--- config.mk ---
export PLATFORM = sky130hd
export DESIGN_NAME = vga_timing_ctrl
export DESIGN_NICKNAME = d
export VERILOG_FILES = /design/src/rtl/vga_timing_ctrl.sv
export SDC_FILE = /design/constraint.sdc
export NUM_CORES = 1
export LEC_CHECK = 0
export CAP_MARGIN = 10
export CORE_MARGIN = 5
export CORE_UTILIZATION = 37
export CTS_CLUSTER_SIZE = 8
export DETAILED_ROUTE_END_ITERATION = 16
export GPL_ROUTABILITY_DRIVEN = 0
export PLACE_DENSITY = 0.65
export SYNTH_ARGS = -nofsm -noshare
export SYNTH_HDL_FRONTEND = slang
export SYNTH_SLANG_ARGS = --single-unit
--- constraint.sdc ---
create_clock -name pixel_clock -period 1.9 [get_ports pixel_clock]
set_input_delay 0.475 -clock pixel_clock [delete_from_list [all_inputs] [get_ports pixel_clock]]
set_output_delay 0.475 -clock pixel_clock [all_outputs]
set_load 0.02 [all_outputs]
--- src/rtl/vga_timing_ctrl.sv ---
// vga_timing_ctrl
// Parametrised VGA timing generator and pixel output stage.
//
// Counts pixels/lines for a VESA-style mode (active, front porch, sync, back
// porch), publishes the current coordinate to an external renderer, and takes
// the renderer's colour back PIPE cycles later. Sync and blanking are delayed
// by the same amount, so colour and sync line up at the connector.
//
// Optional feature (compile-time macro VGA_TEST_PATTERN_EN):
//   adds input test_mode; when high the renderer colour is replaced by eight
//   vertical colour bars, delayed exactly like the normal colour path.
//
// Ports:
//   pixel_clock   in   pixel clock
//   reset         in   asynchronous, active-high reset
//   ce            in   clock enable; all state holds while low
//   test_mode     in   (VGA_TEST_PATTERN_EN only) select colour-bar pattern
//   x, y          out  current coordinate (h_cnt, v_cnt), straight from regs
//   pix_req       out  coordinate lies in the active area (combinational)
//   line_start    out  h_cnt == 0 (combinational)
//   frame_start   out  h_cnt == 0 and v_cnt == 0 (combinational)
//   red_in..      in   renderer colour, valid PIPE cycles after pix_req
//   h_sync/v_sync out  registered syncs at configured polarity
//   de            out  registered, delayed active-video flag
//   red..blue     out  registered colour, zero outside active video

module vga_timing_ctrl #(
    parameter int unsigned H_ADDR = 640,
    parameter int unsigned H_FP   = 16,
    parameter int unsigned H_SYNC = 96,
    parameter int unsigned H_BP   = 48,
    parameter int unsigned V_ADDR = 480,
    parameter int unsigned V_FP   = 10,
    parameter int unsigned V_SYNC = 2,
    parameter int unsigned V_BP   = 33,
    parameter int unsigned H_POL  = 0,
    parameter int unsigned V_POL  = 0,
    parameter int unsigned CNT_W  = 10,
    parameter int unsigned R_W    = 3,
    parameter int unsigned G_W    = 3,
    parameter int unsigned B_W    = 2,
    parameter int unsigned PIPE   = 2
) (
    input  logic             pixel_clock,
    input  logic             reset,
    input  logic             ce,
`ifdef VGA_TEST_PATTERN_EN
    input  logic             test_mode,
`endif
    output logic [CNT_W-1:0] x,
    output logic [CNT_W-1:0] y,
    output logic             pix_req,
    output logic             line_start,
    output logic             frame_start,
    input  logic [R_W-1:0]   red_in,
    input  logic [G_W-1:0]   green_in,
    input  logic [B_W-1:0]   blue_in,
    output logic             h_sync,
    output logic             v_sync,
    output logic             de,
    output logic [R_W-1:0]   red,
    output logic [G_W-1:0]   green,
    output logic [B_W-1:0]   blue
);

    localparam int unsigned H_TOTAL = H_ADDR + H_FP + H_SYNC + H_BP;
    localparam int unsigned V_TOTAL = V_ADDR + V_FP + V_SYNC + V_BP;

    localparam logic [CNT_W-1:0] H_LAST   = CNT_W'(H_TOTAL - 1);
    localparam logic [CNT_W-1:0] V_LAST   = CNT_W'(V_TOTAL - 1);
    localparam logic [CNT_W-1:0] H_ACT    = CNT_W'(H_ADDR);
    localparam logic [CNT_W-1:0] V_ACT    = CNT_W'(V_ADDR);
    localparam logic [CNT_W-1:0] HS_BEGIN = CNT_W'(H_ADDR + H_FP);
    localparam logic [CNT_W-1:0] HS_END   = CNT_W'(H_ADDR + H_FP + H_SYNC);
    localparam logic [CNT_W-1:0] VS_BEGIN = CNT_W'(V_ADDR + V_FP);
    localparam logic [CNT_W-1:0] VS_END   = CNT_W'(V_ADDR + V_FP + V_SYNC);

    localparam logic HS_ACT = 1'(H_POL);
    localparam logic VS_ACT = 1'(V_POL);

`ifdef VGA_TEST_PATTERN_EN
    localparam int unsigned BAR_W = H_ADDR / 8;
    // payload: {test_mode, bar[2:0], pix_req, vs_raw, hs_raw}
    localparam int unsigned DW = 7;
`else
    // payload: {pix_req, vs_raw, hs_raw}
    localparam int unsigned DW = 3;
`endif

    logic [CNT_W-1:0] h_cnt;
    logic [CNT_W-1:0] v_cnt;
    logic             hs_raw;
    logic             vs_raw;
    logic [DW-1:0]    pay_in;
    logic [DW-1:0]    tap;
    logic             tap_hs;
    logic             tap_vs;
    logic             tap_pr;
    logic [R_W-1:0]   col_r;
    logic [G_W-1:0]   col_g;
    logic [B_W-1:0]   col_b;

    // Pixel/line counters; vertical advances on the horizontal wrap.
    always_ff @(posedge pixel_clock or posedge reset) begin
        if (reset) begin
            h_cnt <= '0;
            v_cnt <= '0;
        end else if (ce) begin
            if (h_cnt == H_LAST) begin
                h_cnt <= '0;
                if (v_cnt == V_LAST) begin
                    v_cnt <= '0;
                end else begin
                    v_cnt <= v_cnt + CNT_W'(1);
                end
            end else begin
                h_cnt <= h_cnt + CNT_W'(1);
            end
        end
    end

    // Coordinate-time decodes.
    assign x           = h_cnt;
    assign y           = v_cnt;
    assign pix_req     = (h_cnt < H_ACT) && (v_cnt < V_ACT);
    assign line_start  = (h_cnt == '0);
    assign frame_start = (h_cnt == '0) && (v_cnt == '0);
    assign hs_raw      = (h_cnt >= HS_BEGIN) && (h_cnt < HS_END);
    assign vs_raw      = (v_cnt >= VS_BEGIN) && (v_cnt < VS_END);

`ifdef VGA_TEST_PATTERN_EN
    logic [2:0] bar;
    logic       tap_tm;
    logic [2:0] tap_bar;

    // Bar index; anything past bar 7 lies in blanking and is masked by de.
    assign bar     = 3'(h_cnt / CNT_W'(BAR_W));
    assign pay_in  = {test_mode, bar, pix_req, vs_raw, hs_raw};
    assign tap_tm  = tap[6];
    assign tap_bar = tap[5:3];
`else
    assign pay_in  = {pix_req, vs_raw, hs_raw};
`endif

    assign tap_hs = tap[0];
    assign tap_vs = tap[1];
    assign tap_pr = tap[2];

    // PIPE-stage delay matching the renderer latency; zero means pass-through.
    generate
        if (PIPE > 0) begin : g_dly
            logic [DW-1:0] dly [PIPE];

            always_ff @(posedge pixel_clock or posedge reset) begin
                if (reset) begin
                    for (int unsigned i = 0; i < PIPE; i++) begin
                        dly[i] <= '0;
                    end
                end else if (ce) begin
                    dly[0] <= pay_in;
                    for (int unsigned i = 1; i < PIPE; i++) begin
                        dly[i] <= dly[i-1];
                    end
                end
            end

            assign tap = dly[PIPE-1];
        end else begin : g_nodly
            assign tap = pay_in;
        end
    endgenerate

    // Colour source: renderer, or the bar pattern when enabled.
    always_comb begin
        col_r = red_in;
        col_g = green_in;
        col_b = blue_in;
`ifdef VGA_TEST_PATTERN_EN
        if (tap_tm) begin
            col_r = {R_W{tap_bar[2]}};
            col_g = {G_W{tap_bar[1]}};
            col_b = {B_W{tap_bar[0]}};
        end
`endif
    end

    // Connector register: syncs at polarity, colour blanked outside active video.
    always_ff @(posedge pixel_clock or posedge reset) begin
        if (reset) begin
            h_sync <= ~HS_ACT;
            v_sync <= ~VS_ACT;
            de     <= 1'b0;
            red    <= '0;
            green  <= '0;
            blue   <= '0;
        end else if (ce) begin
            h_sync <= tap_hs ? HS_ACT : ~HS_ACT;
            v_sync <= tap_vs ? VS_ACT : ~VS_ACT;
            de     <= tap_pr;
            red    <= tap_pr ? col_r : '0;
            green  <= tap_pr ? col_g : '0;
            blue   <= tap_pr ? col_b : '0;
        end
    end

endmodule

# Word-level counts from Yosys, hierarchy flattened
# Index checks and enable logic that the tools add are counted.
# W data, S select, Z words.
[classes]
n_lt_le_gt_ge = 6
reduce_logical = 7
mux = 7
eq_ne = 2
add_sub_neg = 2
[op_table]
columns = ["operator", "count"]
rows = [
  ["$add A10 B1 Y10 const B", 2],
  ["$eq A10 B10 Y1 const B", 2],
  ["$logic_not A10 Y1", 2],
  ["$lt A10 B10 Y1 const B", 2],
  ["$lt A10 B9 Y1 const B", 2],
  ["$mux W10", 2],
  ["$ge A10 B10 Y1 const B", 1],
  ["$ge A10 B9 Y1 const B", 1],
  ["$mux W3", 2],
  ["$logic_and A1 B1 Y1", 4],
  ["$mux W1", 2],
  ["$mux W2", 1],
  ["$reduce_and A2 Y1", 1],
]
[totals]
word_cells = 34
output_inout_bits = 34
register_bits = 37

# Logic depth before layout (Yosys ltp)
# Gate-level depths: netlist of run 1.
[logic_depth]
word_depth = 2
mapped_depth = 6
mapped_depth_nobuf = 6

# Worst setup path after synthesis of run 1
# Ideal clock, no wire load.
[synth_timing]
path_type = "register to output"
from = "register v_cnt[0] (netlist: y[0])"
to = "output frame_start"
path_slack_ns = -0.301
t_required_ns = 1.425
arrival_ns = 1.726
n_path_buf = 0
stages_incl_launch_ff = 6
path_cell_list = "dfrtp_1 inv_1 ha_1 nor2b_1 nand3_1 nor4_1"
[synth_between]
elab_chain_len = 2
[synth_lines]
columns = ["item", "line_no", "source"]
rows = [
  ["start, declared", "91", "logic [CNT_W-1:0] v_cnt;"],
  ["start signal, assigned", "114", "v_cnt <= v_cnt + CNT_W'(1);"],
  ["$logic_not A10 Y1", "127", "assign frame_start = (h_cnt == '0) && (v_cnt == '0);"],
  ["$logic_and A1 B1 Y1", "127", ""],
  ["end, declared", "54", "output logic frame_start,"],
]
# Every way passes these cells.

# Worst setup path in the final report of run 1
[layout_timing]
from = "register h_cnt[1] (netlist: x[1])"
to = "output frame_start"
[layout_between]
elab_chain_len = 2
[layout_lines]
columns = ["item", "line_no", "source"]
rows = [
  ["start, declared", "90", "logic [CNT_W-1:0] h_cnt;"],
  ["start signal, assigned", "117", "h_cnt <= h_cnt + CNT_W'(1);"],
  ["$logic_not A10 Y1", "127", ""],
  ["$logic_and A1 B1 Y1", "127", ""],
]
# Every way passes these cells.

==> out/metrics.csv, run 1 <==
metric;value;unit
p_sw;748;uW
yosys_warnings;0;
p_seq_share;40.8;%
die_w;80.3;um
fmax;480;MHz
root_buffer;clkbuf_8;
yosys-top-cells-count;dfrtp_1, o21ai_0, inv_1, nand2_1, nand3_1;
synth_edf_count;0;
slowest_stage;dfrtp_1;
die-area;6440;sq um
crit_required;1.42;ns
drive_above_1_share;32.1;%
cp_top_family;simple AND/OR/NAND/NOR gates;
drt-total-wl;4620;um
async_flop_share;100;%
hold_depth;1;
worst-setup-path-type;reg -> out;
grt_start_max_net_pins;26;
finalSetupViolations;2;
pwr_density_cell;788;nW/um^2
skew;0.00816;ns
critPathMaxStageDelay;0.41;ns
cp_num_buf_inv;2;
crit_path_end_kind;primary output;
ys_seq_area_share;50.8;%
internal_power;1490;uW
nets;285;
cts_buffer_depth;2;
rsz0062_at_grt;true;
synth_area_leaders;dfrtp_1, o21ai_0, nand3_1;
fin_hold_ws;0.411;ns
power;2240;uW
arrival;1.61;ns
crit_path_max_fanout;2;
ios;45;
startpoint;x[1];
syn_area;1830;sq um
cts.htree.levels;2;
pwr-share-clk;24.3;%
hold_end;v_sync;
antennaDiodeCount;0;
gr-usage-all-layers;15.6;%
worstHoldStart;tap[1];
postSynthAreaPerCell;10.1;sq um
antenna_found_initial;0;
clk_pin_slew;0.08;ns
ant_nets;0;
cts_hold_repair.buffers;0;
synth_area_leader_cell;dfrtp_1;
placementRows;25;
critPathLaunchType;register;
cts_buffers;5;
start_util;38.4;%
fp.dieH;80.3;um
synth_cells;180;
drc_errors;0;
vias;1586;
dr.pass1.iters;4;
clk_latency;0.29;ns
ir_drop;419;uV
fillerInstances;457;
timing.rr.start;x[1];
slew_headroom;65.3;%
grt_pass1_wl;7700;um
synth_top_area_share;47.9;%
slew_viol_final;0;
vias_per_cell;4.69;
core_area;4750;sq um
p_leak;0.00140;uW
ys_ff_latch;37;
combPwrFrac;34.9;%
path_cells;inv_2, ha_4, nor3b_4, nand3_2, nor4_4, buf_4;
reg2regPathDepth;7;
reg2reg_slack;0.06;ns
timing.rr.end;y[9];
first_iter_violations;54;
grt-ovfl-total;0;
area_growth;55.3;%
cap_violations;0;
min_period;2.08;ns
wl_per_cell;13.7;um
ys_types;40;
min_period_over_period;110;%
violations;negative setup slack;
grt_pass1_vias;1632;
switching_share;33.4;%
numClockSinks;37;
io_buffers;44;
worst_pin_slew;0.516;ns
synth_ff_type;dfrtp_1;
yosysMostFrequentCell;dfrtp_1;
setup_slack;-0.181;ns
cts_tree;done;
finalHoldViolCount;0;
dp_hpwl;3330;um
hold_path.class;reg -> reg;
outcome;finished, violations left;
syn_nets;195;
## repair_timing
action | CTS | global route
pin swaps | 4 | 1
buffers inserted | 6 | 1
setup endpoints to repair | 13 | 14
gates resized for setup | 40 | 14
endpoints found under the hold margin | 0 | 0
## power groups by stage
stage | combinational, uW | clock [uW] | sequential [uW]
2_1_floorplan | 268 | 0 | 1030
3_3_place_gp | 692 | 0 | 913
3_5_place_dp | 701 | 0 | 916
4_1_cts | 756 | 563 | 909
5_1_grt | 855 | 591 | 923
6_report | 781 | 543 | 913
## metal layers
layer,vias up,routed length (um),track usage [%]
met5,-,0,0
met4,0,145,6.76
met3,13,328,4.48
met2,46,2020,23.6
met1,730,2130,20.8
li1,797,-,-
## flip-flops by register name, summed over array words and instances, names as in the netlist
signal / cells
x: 10
y: 10
g_dly.dly: 3
green: 3
red: 3
tap: 3
blue: 2
de: 1
h_sync: 1
v_sync: 1
## how the worst max path moves through the flow
stage | slack [ns] | cells past startpoint | end
6_report | -0.18 | 6 | frame_start
5_1_grt | -0.28 | 6 | frame_start
4_1_cts | -0.13 | 6 | frame_start
3_5_place_dp | -0.44 | 6 | frame_start
3_3_place_gp | -0.43 | 6 | frame_start
2_1_floorplan | 0.04 | 4 | frame_start
## final cells by class
cell class | count | area (sq um) | share of cell area (%)
Clock buffer | 5 | 68.8 | 2.43
Clock inverter | 3 | 17.5 | 0.617
Inverter | 18 | 67.6 | 2.38
Multi-Input combinational cell | 119 | 877 | 30.9
Sequential cell | 37 | 930 | 32.8
Tap cell | 67 | 83.8 | 2.95
Timing Repair Buffer | 89 | 793 | 28.0
## per-stage QoR
step	cell area, sq um	worst slack [ns]	utilization, %	instances	TNS (ns)
6_report	2840	-0.181	59.7	338	-0.337
5_1_grt	2840	-0.284	59.7	338	-0.532
4_1_cts	2790	-0.132	58.6	337	-0.239
3_5_place_dp	2630	-0.440	55.4	323	-2.55
3_3_place_gp	2630	-0.429	55.4	323	-2.54
2_1_floorplan	1840	0.0375	-	180	0
## worst register-to-register path, stage by stage (launching register included)
cell and delay [ns]:
dfrtp_1 0.39, buf_4 0.12, buf_4 0.12, ha_4 0.15
and4_4 0.25, nand3_4 0.09, or4_1 0.52, a21oi_2 0.14
## cell families (layout without fill, tap and decap cells)
family                     after synthesis  after routing  synth area share [%]
AOI/OAI and AO/OA                       28             28                  8.08
and+or+nand+nor                         69             69                  23.4
adders and majority gates                4              4                  2.74
muxes                                    8              8                  4.79
buffers and inverters                   24            115                  5.41
DFF                                     37             37                  50.8
xor gates and xnor gates                10             10                  4.79
## layout by cell type, fill, tap and decap left out, types with 7 or more instances in the layout
master / instances
nand3_1: 13
o21ai_0: 20
dfrtp_1: 34
dlymetal6s2s_1: 7
nor2_1: 7
inv_1: 15
buf_4: 45
clkdlybuf4s50_1: 22
dlygate4sd2_1: 12
nand2_1: 18
(Power assumes the default switching activity.)
==> run 2: changes to the inputs <==
CORE_UTILIZATION = 30   (was 37)
PLACE_DENSITY = 0.55   (was 0.65)
==> run 2 against run 1 <==
  * The run still ends with negative setup slack left
  * Final cell count grew 0.30%
  * Clock skew grew 0.0018 ns
  * Clock power grew 3%
  * First-iteration DRC count shrank 3.7%
  * Routed wire length grew 0.17%
  * Via count shrank 1.6%
  * Global-route usage shrank 2.1 points
  * Combinational power shrank 6.5%
  * Hold slack gained 0.0044 ns
  * Fmax grew 1.9%
  * Utilization shrank 12 points
  * Largest cell class unchanged
==> out/metrics.csv, run 2 (synthesis gave the netlist of run 1 again) <==
metric;value;unit;change
nets;278;;was 285
worst-setup-path-type;reg -> out;;unchanged
dr.pass1.iters;4;;unchanged
worst_pin_slew;0.494;ns;was 0.516 ns
violations;negative setup slack;;unchanged
outcome;finished, violations left;;unchanged
reg2regPathDepth;7;;unchanged
drc_errors;0;;unchanged
slew_headroom;66.7;%;was 65.3%
reg2reg_slack;0.10;ns;was 0.06 ns
core_area;5920;sq um;was 4750 sq um
cts_tree;done;;unchanged
drt-total-wl;4630;um;was 4620 um
fmax;489;MHz;was 480 MHz
cap_violations;0;;unchanged
crit_path_end_kind;primary output;;unchanged
start_util;30.9;%;was 38.4%
worstHoldStart;tap[1];;unchanged
numClockSinks;37;;unchanged
die-area;7750;sq um;was 6440 sq um
rsz0062_at_grt;true;;unchanged
dp_hpwl;3240;um;was 3330 um
hold_depth;1;;unchanged
layout_commonest_cell;buf_4;;unchanged
fin_setup_tns;-0.170;ns;was -0.337 ns
fin_hold_ws;0.415;ns;was 0.411 ns
critPathLaunchType;register;;unchanged
cts.htree.levels;2;;unchanged
pre_cts_slack;-0.428;ns;was -0.440 ns
cts_hold_repair.buffers;0;;unchanged
root_buffer;clkbuf_8;;unchanged
die_w;88.0;um;was 80.3 um
pwr_density_cell;787;nW/um^2;was 788 nW/um^2
grt-ovfl-total;0;;unchanged
io_buffers;44;;unchanged
finalSetupViolations;2;;unchanged
crit_required;1.42;ns;about the same
clk_latency;0.30;ns;was 0.29 ns
timing.rr.start;x[1];;unchanged
vias_per_cell;4.60;;was 4.69
grt_pass1_vias;1714;;was 1632
ios;45;;unchanged
slew_viol_final;0;;unchanged
wl_per_cell;13.7;um;about the same
min_period_over_period;108;%;was 110%
drive_above_1_share;31.1;%;was 32.1%
hold_path.class;reg -> reg;;unchanged
timing.rr.end;y[9];;unchanged
antenna_found_initial;0;;unchanged
antennaDiodeCount;0;;unchanged
hold_end;v_sync;;unchanged
vias;1561;;was 1586
fp.dieH;88.0;um;was 80.3 um
gr-usage-all-layers;13.5;%;was 15.6%
grt_start_max_net_pins;38;;was 26
cts_buffers;5;;unchanged
p_leak;0.00135;uW;was 0.00140 uW
setup_slack;-0.143;ns;was -0.181 ns
power;2210;uW;was 2240 uW
finalHoldViolCount;0;;unchanged
crit_path_max_fanout;2;;unchanged
clk_pin_slew;0.08;ns;about the same
min_period;2.04;ns;was 2.08 ns
area_growth;53.4;%;was 55.3%
cts_buffer_depth;2;;unchanged
arrival;1.57;ns;was 1.61 ns
first_iter_violations;52;;was 54
final_cell_mix;buf_4, dfrtp_1, o21ai_0;;was buf_4, dfrtp_1, clkdlybuf4s50_1
ant_nets;0;;unchanged
ir_drop;459;uV;was 419 uV
grt_pass1_wl;8120;um;was 7700 um
placementRows;28;;was 25
skew;0.00992;ns;was 0.00816 ns
==> run 2: changes by cell type in the layout (fill, tap and decap cells not counted), moves of 2 or more <==
| cell | change |
|---|---|
| dlygate4sd2_1 | +2 |
| clkdlybuf4s50_1 | -3 |
| buf_6 | -2 |
| buf_4 | -5 |
==> run 2: per-layer routing <==
layer / vias to the layer above / share of wire (%) / track usage (%)
met2: 49 / 45 / 22.0
met1: 720 / 47 / 17.9
met3: 5 / 6.6 / 3.48
met4: 0 / 1.3 / 3.71
met5: - / 0 / 0
li1: 787 / - / -
==> run 2: cell type report <==
class                           instances  area (sq um)
Fill cell                             579          3120
Clock inverter                          3          17.5
Timing Repair Buffer                   82           733
Clock buffer                            5          68.8
Inverter                               18          67.6
Multi-Input combinational cell        119           892
Sequential cell                        37           930
Tap cell                               75          93.8
==> run 2: worst max path at each step <==
stage               slack [ns]          end  depth (start not counted)  startpoint
floorplan                 0.04  frame_start                          4        x[3]
global placement         -0.38  frame_start                          6        x[0]
detailed placement       -0.43  frame_start                          6        x[1]
CTS                      -0.11  frame_start                          6        x[0]
global route             -0.23  frame_start                          6        y[0]
finish                   -0.14  frame_start                          6        x[1]
==> run 2: what timing repair did <==
| item | in CTS | in global routing |
|---|---|---|
| gates resized for setup | 44 | 14 |
| setup endpoints to repair | 10 | 14 |
| pin swaps | 3 | 1 |
| gates cloned | 0 | 0 |
| setup buffers | 2 | 1 |
==> run 2: critical path: stages, from the launching register on <==
cell and delay (ns):
dfrtp_1 0.39, inv_2 0.08, ha_4 0.12, nor3b_4 0.19, nand3_2 0.15, nor4_4 0.16
buf_4 0.18
==> run 2: per-stage QoR <==
| stage | util (%) | cell area (sq um) | std cells |
|---|---|---|---|
| finish | 47.3 | 2800 | 339 |
| global route | 47.3 | 2800 | 339 |
| CTS | 46.4 | 2750 | 338 |
| detailed placement | 44.3 | 2620 | 328 |
| global placement | 44.3 | 2620 | 328 |
| floorplan | - | 1840 | 180 |
==> run 2: power by group <==
| group | internal [uW] | switching [uW] |
|---|---|---|
| Clock | 254 | 306 |
| Sequential | 857 | 57.9 |
| Combinational | 344 | 386 |
==> run 3: changes to the inputs <==
GPL_TIMING_DRIVEN = 0   (was not set)
==> run 3 against run 2 <==
  * The flow still finishes with violations (negative setup slack)
  * Power grew 12%
  * Final cell count shrank 3.8%
  * Register-to-register slack gained 0.04 ns
  * Design area shrank 2.2%
  * Routed wire length shrank 6.3%
  * Via count shrank 3.2%
  * Flip-flop and latch count is the same
  * Clock power grew 44%
  * Combinational power grew 0.5%
  * Global-route usage shrank 1.3 points
  * First-iteration DRC count grew 50%
  * Fmax grew 2.2%
  * Critical path type unchanged
  * Critical endpoint unchanged
  * Largest power group unchanged
==> out/metrics.csv, run 3 (synthesis gave the netlist of run 1 again) <==
metric;value;unit;change
cp_top_family;simple AND/OR/NAND/NOR gates;;unchanged
start_util;30.9;%;unchanged
worst_pin_slew;0.782;ns;was 0.494 ns
pwr_density_cell;900;nW/um^2;was 787 nW/um^2
fmax;500;MHz;was 489 MHz
layoutNonFillerInstCount;326;;was 339
area_growth;50.0;%;was 53.4%
cts.htree.levels;2;;unchanged
grt_start_max_net_pins;38;;unchanged
critPathLaunchType;register;;unchanged
p_sw;728;uW;was 751 uW
hold_path.class;reg -> reg;;unchanged
wl_per_cell;13.3;um;was 13.7 um
skew;0.00716;ns;was 0.00992 ns
p_seq_share;37.5;%;was 41.5%
min_period_over_period;105;%;was 108%
slew_viol_final;0;;unchanged
die_w;88.0;um;unchanged
first_iter_violations;78;;was 52
ant_nets;0;;unchanged
cp_num_buf_inv;2;;unchanged
violations;negative setup slack;;unchanged
die-area;7750;sq um;unchanged
critPathMaxStageDelay;0.40;ns;was 0.39 ns
drc_errors;0;;unchanged
root_buffer;clkbuf_8;;unchanged
core_area;5920;sq um;unchanged
grt_pass1_wl;7390;um;was 8120 um
finalSetupViolations;2;;unchanged
path_cells;inv_2, ha_1, nor3b_2, nand3_2, nor4_4, buf_4;;was inv_2, ha_4, nor3b_4, nand3_2, nor4_4, buf_4
cts_hold_repair.buffers;0;;unchanged
drive_above_1_share;29.1;%;was 31.1%
dp_hpwl;2940;um;was 3240 um
gr-usage-all-layers;12.2;%;was 13.5%
crit_required;1.42;ns;about the same
layout_commonest_cell;dfrtp_1;;was buf_4
drt-total-wl;4340;um;was 4630 um
utilization;46.3;%;was 47.3%
rsz0062_at_grt;true;;unchanged
fp.dieH;88.0;um;unchanged
pre_cts_slack;-0.493;ns;was -0.428 ns
vias;1511;;was 1561
pwr-share-clk;32.7;%;was 25.4%
fin_setup_tns;-0.174;ns;was -0.170 ns
internal_power;1740;uW;was 1450 uW
outcome;finished, violations left;;unchanged
io_buffers;43;;was 44
switching_share;29.5;%;was 34.0%
ios;45;;unchanged
antennaDiodeCount;0;;unchanged
final_cell_mix;dfrtp_1, clkdlybuf4s50_1, buf_4, o21ai_0, nand2_1;;was buf_4, dfrtp_1, o21ai_0
slew_headroom;47.8;%;was 66.7%
clk_latency;0.29;ns;was 0.30 ns
ir_drop;722;uV;was 459 uV
finalHoldViolCount;0;;unchanged
placed_cells;298;;was 328
clk_pin_slew;0.08;ns;about the same
slowest_stage;dfrtp_1;;unchanged
grt-ovfl-total;0;;unchanged
p_leak;0.00128;uW;was 0.00135 uW
cts_buffers;5;;unchanged
numClockSinks;37;;unchanged
dr.pass1.iters;4;;unchanged
antenna_found_initial;0;;unchanged
worst-setup-path-type;reg -> out;;unchanged
crit_path_max_fanout;2;;unchanged
combPwrFrac;29.8;%;was 33.1%
setup_slack;-0.0997;ns;was -0.143 ns
min_period;2.00;ns;was 2.04 ns
fin_hold_ws;0.411;ns;was 0.415 ns
placementRows;28;;unchanged
cap_violations;0;;unchanged
cts_buffer_depth;2;;unchanged
grt_pass1_vias;1547;;was 1714
crit_path_end_kind;primary output;;unchanged
nets;265;;was 278
cts_tree;done;;unchanged
arrival;1.52;ns;was 1.57 ns
vias_per_cell;4.63;;was 4.60
[run 3: stage by stage]
stage | total power, uW | instance area, sq um
6_report | 2470 | 2740
4_1_cts | 2480 | 2650
2_1_floorplan | 1290 | 1840
3_5_place_dp | 1530 | 2370
5_1_grt | 2610 | 2740
3_3_place_gp | 1530 | 2370
[run 3: what timing repair did]
action,in CTS,in global routing
setup endpoints to repair,13,16
setup buffers,15,5
gates resized for setup,38,19
pin swaps,4,2
[run 3: area by class of cell]
class	instances	area [sq um]
fillers	580	3180
plain buffers	6	35.0
multi-input cells	119	873
well taps	75	93.8
flip-flops and latches	37	937
clock buffers	5	68.8
clock inverters	3	65.1
inverters	18	67.6
repair buffers	63	599
[run 3: power by group through the flow]
stage | logic (uW) | clock network [uW] | registers (uW)
final | 734 | 807 | 925
after global routing | 794 | 875 | 940
after CTS | 715 | 841 | 926
after detailed placement | 580 | 0 | 950
after global placement | 582 | 0 | 947
after floorplan | 268 | 0 | 1030
[run 3: metal layers]
metal / part of all wire [%] / wire length, um / global-route usage, % / up-vias
met5: 0 / 0 / 0 / -
met4: 1.0 / 44 / 3.30 / 0
met3: 7.3 / 315 / 3.95 / 5
met2: 43 / 1860 / 18.3 / 44
met1: 49 / 2120 / 17.0 / 702
li1: - / - / - / 760
[run 3: worst paths after layout]
| path | slack, ns | cells past startpoint | end | from |
|---|---|---|---|---|
| setup / recovery | -0.1 | 6 | frame_start | x[0] |
| hold / removal | 0.41 | 1 | h_sync | tap[0] |
| setup reg to reg | 0.14 | 6 | y[9] | x[0] |
| hold reg to reg | 0.41 | 1 | h_sync | tap[0] |
| max in group asynchronous | 0.70 | 2 | y[5] | reset |
| min in group asynchronous | 0.65 | 2 | red[2] | reset |
